[src/rtl/instr_sequencer.sv]
// instr_sequencer: multicycle fetch/decode/execute/writeback control for ADDI and JAL.
// Owns the architectural PC. Optional trap redirect on illegal instructions is
// compiled in with `define SEQ_TRAP_EN; the default build halts instead.

package Instruction;
  typedef enum logic [1:0] {INSTR_ADDI, INSTR_JAL, INSTR_ILLEGAL} InstrType;

  typedef struct packed {
    logic [11:0] imm;
    logic [4:0]  rs1;
    logic [2:0]  funct3;
    logic [4:0]  rd;
    logic [6:0]  opcode;
  } I_Type;

  typedef struct packed {
    logic        imm20;
    logic [9:0]  imm10_1;
    logic        imm11;
    logic [7:0]  imm19_12;
    logic [4:0]  rd;
    logic [6:0]  opcode;
  } J_Type;

  typedef struct packed {
    InstrType    kind;
    logic [4:0]  rd;
    logic [4:0]  rs1;
    logic [31:0] imm;
  } Instr;
endpackage

module instr_sequencer
  import Instruction::*;
#(
  parameter logic [31:0] RESET_PC = 32'h0000_0000,
  parameter logic [31:0] TRAP_PC  = 32'h0000_0100
) (
  input  logic        clk,
  input  logic        rst,
  input  logic        run,
  output logic        imem_req_valid,
  input  logic        imem_req_ready,
  output logic [31:0] imem_addr,
  input  logic        imem_resp_valid,
  input  logic [31:0] imem_resp_data,
  output logic [4:0]  rf_rs1_addr,
  input  logic [31:0] rf_rs1_data,
  output logic        rf_we,
  output logic [4:0]  rf_waddr,
  output logic [31:0] rf_wdata,
  output logic [31:0] pc,
  output logic        retire,
  output logic        illegal,
  output logic        halted,
  output logic [31:0] trap_epc
);

  localparam logic [6:0] OP_ADDI = 7'b0010011;
  localparam logic [6:0] OP_JAL  = 7'b1101111;

  typedef enum logic [2:0] {FETCH_REQ, FETCH_WAIT, EXEC, WB, HALT} state_t;

  state_t      state_q, state_d;
  logic [31:0] pc_q, pc_d;
  logic [31:0] ir_q, ir_d;
  logic [31:0] result_q, result_d;
  logic [31:0] next_pc_q, next_pc_d;
  logic [4:0]  rd_q, rd_d;
  logic        legal_q, legal_d;
  logic        req_sticky_q, req_sticky_d;

  I_Type       iw;
  J_Type       jw;
  Instr        dec;
  logic [31:0] exec_result;
  logic [31:0] exec_next_pc;
  logic        exec_legal;

`ifdef SEQ_TRAP_EN
  logic [31:0] trap_epc_q, trap_epc_d;
`else
  logic        unused_trap_pc;
  assign unused_trap_pc = ^TRAP_PC;
`endif

  // State and datapath registers, all returning to reset values asynchronously
  always_ff @(posedge clk or posedge rst) begin
    if (rst) begin
      state_q      <= FETCH_REQ;
      pc_q         <= RESET_PC;
      ir_q         <= '0;
      result_q     <= '0;
      next_pc_q    <= '0;
      rd_q         <= '0;
      legal_q      <= 1'b0;
      req_sticky_q <= 1'b0;
`ifdef SEQ_TRAP_EN
      trap_epc_q   <= '0;
`endif
    end else begin
      state_q      <= state_d;
      pc_q         <= pc_d;
      ir_q         <= ir_d;
      result_q     <= result_d;
      next_pc_q    <= next_pc_d;
      rd_q         <= rd_d;
      legal_q      <= legal_d;
      req_sticky_q <= req_sticky_d;
`ifdef SEQ_TRAP_EN
      trap_epc_q   <= trap_epc_d;
`endif
    end
  end

  // Split the instruction register into ADDI/JAL fields and rebuild the immediate
  always_comb begin
    iw       = I_Type'(ir_q);
    jw       = J_Type'(ir_q);
    dec.kind = INSTR_ILLEGAL;
    dec.rd   = iw.rd;
    dec.rs1  = iw.rs1;
    dec.imm  = '0;
    if (iw.opcode == OP_ADDI && iw.funct3 == 3'b000) begin
      dec.kind = INSTR_ADDI;
      dec.imm  = {{20{iw.imm[11]}}, iw.imm};
    end else if (jw.opcode == OP_JAL) begin
      dec.kind = INSTR_JAL;
      dec.rd   = jw.rd;
      dec.imm  = {{11{jw.imm20}}, jw.imm20, jw.imm19_12, jw.imm11, jw.imm10_1, 1'b0};
    end
  end

  // Result, successor PC and legality; a JAL landing on a non-word address is illegal
  always_comb begin
    exec_result  = '0;
    exec_next_pc = pc_q + 32'd4;
    exec_legal   = 1'b0;
    unique case (dec.kind)
      INSTR_ADDI: begin
        exec_result = rf_rs1_data + dec.imm;
        exec_legal  = 1'b1;
      end
      INSTR_JAL: begin
        exec_result  = pc_q + 32'd4;
        exec_next_pc = pc_q + dec.imm;
        exec_legal   = ~exec_next_pc[1];
      end
      default: ;
    endcase
  end

  // Next-state logic; the request stays pending via req_sticky once raised
  always_comb begin
    state_d      = state_q;
    pc_d         = pc_q;
    ir_d         = ir_q;
    result_d     = result_q;
    next_pc_d    = next_pc_q;
    rd_d         = rd_q;
    legal_d      = legal_q;
    req_sticky_d = req_sticky_q;
`ifdef SEQ_TRAP_EN
    trap_epc_d   = trap_epc_q;
`endif
    unique case (state_q)
      FETCH_REQ: begin
        if (imem_req_valid) begin
          if (imem_req_ready) begin
            req_sticky_d = 1'b0;
            state_d      = FETCH_WAIT;
          end else begin
            req_sticky_d = 1'b1;
          end
        end
      end
      FETCH_WAIT: begin
        if (imem_resp_valid) begin
          ir_d    = imem_resp_data;
          state_d = EXEC;
        end
      end
      EXEC: begin
        result_d  = exec_result;
        next_pc_d = exec_next_pc;
        rd_d      = dec.rd;
        legal_d   = exec_legal;
        state_d   = WB;
      end
      WB: begin
        if (legal_q) begin
          pc_d    = next_pc_q;
          state_d = FETCH_REQ;
        end else begin
`ifdef SEQ_TRAP_EN
          trap_epc_d = pc_q;
          pc_d       = TRAP_PC;
          state_d    = FETCH_REQ;
`else
          state_d    = HALT;
`endif
        end
      end
      HALT: state_d = HALT;
      default: state_d = FETCH_REQ;
    endcase
  end

  // Outputs decoded from the current state and registered datapath values
  always_comb begin
    imem_req_valid = (state_q == FETCH_REQ) && (run || req_sticky_q);
    rf_we          = (state_q == WB) && legal_q && (rd_q != 5'd0);
    retire         = (state_q == WB) && legal_q;
`ifdef SEQ_TRAP_EN
    illegal        = (state_q == WB) && !legal_q;
    halted         = 1'b0;
    trap_epc       = trap_epc_q;
`else
    illegal        = (state_q == HALT);
    halted         = (state_q == HALT);
    trap_epc       = '0;
`endif
  end

  assign imem_addr   = pc_q;
  assign pc          = pc_q;
  assign rf_rs1_addr = dec.rs1;
  assign rf_waddr    = rd_q;
  assign rf_wdata    = result_q;

endmodule

[config.mk]
export PLATFORM = sky130hd
export DESIGN_NAME = instr_sequencer
export DESIGN_NICKNAME = d
export VERILOG_FILES = /design/src/rtl/instr_sequencer.sv
export SDC_FILE = /design/constraint.sdc
export NUM_CORES = 1
export LEC_CHECK = 0
export CORE_ASPECT_RATIO = 2
export CORE_MARGIN = 4
export CORE_UTILIZATION = 48
export CTS_CLUSTER_DIAMETER = 200
export CTS_CLUSTER_SIZE = 14
export DETAILED_ROUTE_END_ITERATION = 8
export PLACE_DENSITY = 0.79
export RECOVER_POWER = 100
export SYNTH_ARGS = -nofsm -noshare
export SYNTH_HDL_FRONTEND = slang
export SYNTH_SLANG_ARGS = --single-unit
[constraint.sdc]
create_clock -name clk -period 4.3 [get_ports clk]
set_clock_uncertainty 0.15 [all_clocks]
set_input_delay 0.86 -clock clk [delete_from_list [all_inputs] [get_ports clk]]
set_output_delay 0.86 -clock clk [all_outputs]
set_load 0.05 [all_outputs]
==> summary.txt, run 1 <==
Power and ir drop
  – IR drop worst, VDD: 0.000489 V
  – Static Leak: 6.14 nW
  – P per Cell Area: 534 mW/mm2

Finish
  – Antenna diode count: 0
  – Most frequent cells in the layout: nand2_1, dfrtp_1, dlygate4sd3_1
  – Filler cell count: 1839
  – Share of cells above drive strength 1: 9.96%
  – Post-Layout Inst Area: 0.0127 mm2
  – Nets: 1513
  – Layout area overhead: 25.7%
  – Commonest non-fill, non-tap cell in the layout: nand2_1

Logic synthesis
  – Leading area contributor after synthesis: dfrtp_1
  – Sequential area share after synthesis: 34.1%
  – Top cell type's share of synthesized area: 34.1%
  – Yosys warns: 0
  – Number of synthesized flops with an enable pin: 0
  – FFs w/ async S/R, synth: 100%
  – Area contributors post-synth: dfrtp_1, ha_1, nand2_1
  – Syn_area_per_cell: 8.39 um2
  – Post-synthesis instance total: 1209
  – Netlist cell types: 63
  – Synth Cell Area: 0.0101 mm2
  – Prevailing post-synth register cell: dfrtp_1
  – #FFs+latches synth: 138

Place
  – Area after DPL: 0.0122 mm2
  – HPWL Detailed: 26.3 mm
  – # port buffers: 179
  – Gpl congestion: 0.958

Route
  – Vias per cell: 5.87
  – DR iter-0 viols: 534
  – Vias: 9712
  – Post-route ant nets: 0
  – DR DRC count: 0
  – Wire per inst: 20.7 um
  – Final wirelength: 34.3 mm
  – Pre-antenna DRT Iters: 5

Setup path
  – R2R cell count: 14
  – Critical path, cell by cell: and4_1 > and4b_1 > nand2_1 > nand2_1 > ha_1 > a21oi_1 > o21ai_0 > a21oi_1 > a211oi_1 > buf_4 > o221ai_1 > o21ai_1 > xnor2_1 > a221o_1
  – R2R Setup Slk: 0.18 ns
  – Slowest cell on the critical path: and4b_1
  – Crit-path max cell delay: 0.63 ns
  – CP delay by family, top: compound AO/OA/AOI/OAI gates
  – Element type at the critical path end: flip-flop
  – Worst R2R Start: ir_q[2]
  – Critical path startpoint: ir_q[2]
  – Worst setup path endpoint: next_pc_q[31]
  – CP max FO: 17
  – CP Buf/Inv Count: 1
  – Worst endpoint data arrival time: 4.29 ns
  – Critical Path Start Type: flip-flop
  – Worst EP required: 4.48 ns
  – Setup CP Type: reg -> reg
  – CP Depth: 14
  – Reg-to-reg endpoint: next_pc_q[31]

GRT
  – Initial antenna violation count: 0
  – Total GRT Usage: 28.9%
  – Global-route wire length before repair: 53.3 mm
  – Pin count of the biggest net entering global routing: 73
  – Grt total ovfl: 0
  – Number of global-route vias before repair: 10.2k

Die
  – Initial core utilization: 48.5%
  – Die ar.: 0.0237 mm2
  – Boundary Pins: 212
  – Num rows: 75
  – Die Y-Extent: 214 um
  – Area of the core: 0.0209 mm2
  – Die Wd: 111 um

Run status
  – Run status: finished, violations left
  – Failing checks: capacitance limit, slew limit

Job
  – Max-cap violations: 4

Clock tree
  – CTS resizes: 0
  – CTS root buf: clkbuf_16
  – H-tree depth: 4
  – Later-pin clock latency in the skew report: 0.45 ns
  – Post-CTS Hold Buffers: 0
  – Clock Pin Slew Worst Setup and Hold Paths: 0.06 ns
  – Postcts setup bufs: 0
  – Clk buf depth: 2
  – Clk sinks: 138
  – CTS tree: yes
  – Inserted Clock Buffers: 17

Timing
  – Peak Freq: 243 MHz
  – Part of the cycle the worst path needs: 95.7%
  – Hold Fails Final Rpt: 0
  – Unrepaired setup endpoints after global routing: false
  – Hold slack: 0.315 ns
  – Final setup TNS: 0 ns
  – Worst-Margin Slew: 1.96 ns
  – Post-route minimum period: 4.12 ns
  – Setup-failing EPs final: 0
  – Final Max Tran Viols: 186
  – Slew HR: -30.7%

Min path
  – HP Class: reg -> reg
  – Worst hold stages: 2
==> power by group <==
part           total [mW]  switching (mW)  internal (mW)
clock                1.49           0.579          0.914
combinational        3.18            2.12           1.06
sequential           2.13           0.387           1.74
==> state kept, by name (all words and copies together), names as in the netlist <==
name / flops
ir_q: 32
state_q: 3
req_sticky_q: 1
rf_waddr: 5
legal_q: 1
rf_wdata: 32
next_pc_q: 32
imem_addr: 32
==> routing by layer <==
layer	track usage, %	vias to the layer above	share of wire (%)	routed length, um
li1	-	4483	-	-
met1	27.7	4631	33	11300
met2	54.5	440	54	18400
met3	4.01	158	5.0	1700
met4	23.1	0	8.2	2820
met5	0	-	0	0
==> stage by stage <==
stage                     util (%)  power, mW  std cells  worst slack [ns]
after floorplan                  -       4.37       1240             0.444
after global placement        58.2       5.37       1623            0.0680
after detailed placement      58.2       5.44       1623            0.0321
after CTS                     61.0       6.94       1655            0.0183
after global routing          60.9       7.13       1655            0.0162
final                         60.9       6.81       1655             0.184
==> worst min-delay path by stage <==
| stage | end | start |
|---|---|---|
| 5_1_grt | imem_addr[6] | next_pc_q[6] |
| 2_1_floorplan | rf_waddr[0] | ir_q[7] |
| 6_report | rf_waddr[0] | ir_q[7] |
| 4_1_cts | rf_waddr[3] | ir_q[10] |
| 3_3_place_gp | imem_addr[4] | next_pc_q[4] |
| 3_5_place_dp | imem_addr[4] | next_pc_q[4] |
==> worst register-to-register path: stages (launching register included) <==
cell      delay, ns
dfrtp_1        0.38
and4_1         0.21
and4b_1        0.64
nand2_1        0.11
nand2_1        0.18
ha_1           0.32
a21oi_1        0.26
o21ai_0        0.19
a21oi_1        0.36
a211oi_1       0.12
buf_4          0.16
o221ai_1       0.27
o21ai_1        0.17
xnor2_1        0.16
a221o_1        0.33
==> logic make-up after synthesis <==
logic type                 count (synthesis)  synth area share, %
and+or+nand+nor                          441                 19.3
AOI/OAI and AO/OA                        288                 18.3
buffers and inverters                    150                 8.14
DFF                                      138                 34.1
xor gates and xnor gates                  83                 7.17
adders and majority gates                 71                 8.91
muxes                                     37                 4.05
other                                      1               0.0370
==> synth_stat cells, drive strengths merged, types with 27 or more instances <==
cell,count
mux2,32
xnor2,50
clkbuf,59
nand3,30
xor2,33
nor2,108
a21oi,90
o21ai,65
ha,69
a21o,27
dfrtp,138
nand2,204
buf,71
==> layout make-up <==
| type | instances | area (um2) | share of cell area [%] |
|---|---|---|---|
| clock buffers | 26 | 499 | 3.92 |
| clock inverters | 6 | 86.3 | 0.677 |
| inverters | 20 | 76.3 | 0.599 |
| multi-input cells | 952 | 6020 | 47.3 |
| flip-flops and latches | 138 | 3450 | 27.1 |
| well taps | 269 | 337 | 2.64 |
| repair buffers | 244 | 2270 | 17.8 |
Power figures use the tool's default switching activity.
==> inputs of run 2 (changes only) <==
--- a/config.mk
+++ b/config.mk
@@ -11,6 +11,7 @@
 export CTS_CLUSTER_DIAMETER = 200
 export CTS_CLUSTER_SIZE = 14
 export DETAILED_ROUTE_END_ITERATION = 8
+export HOLD_SLACK_MARGIN = 0.08
 export PLACE_DENSITY = 0.79
 export RECOVER_POWER = 100
 export SYNTH_ARGS = -nofsm -noshare
==> results of run 2 <==
The final DEF is identical to that of run 1; final timing and power are the same.
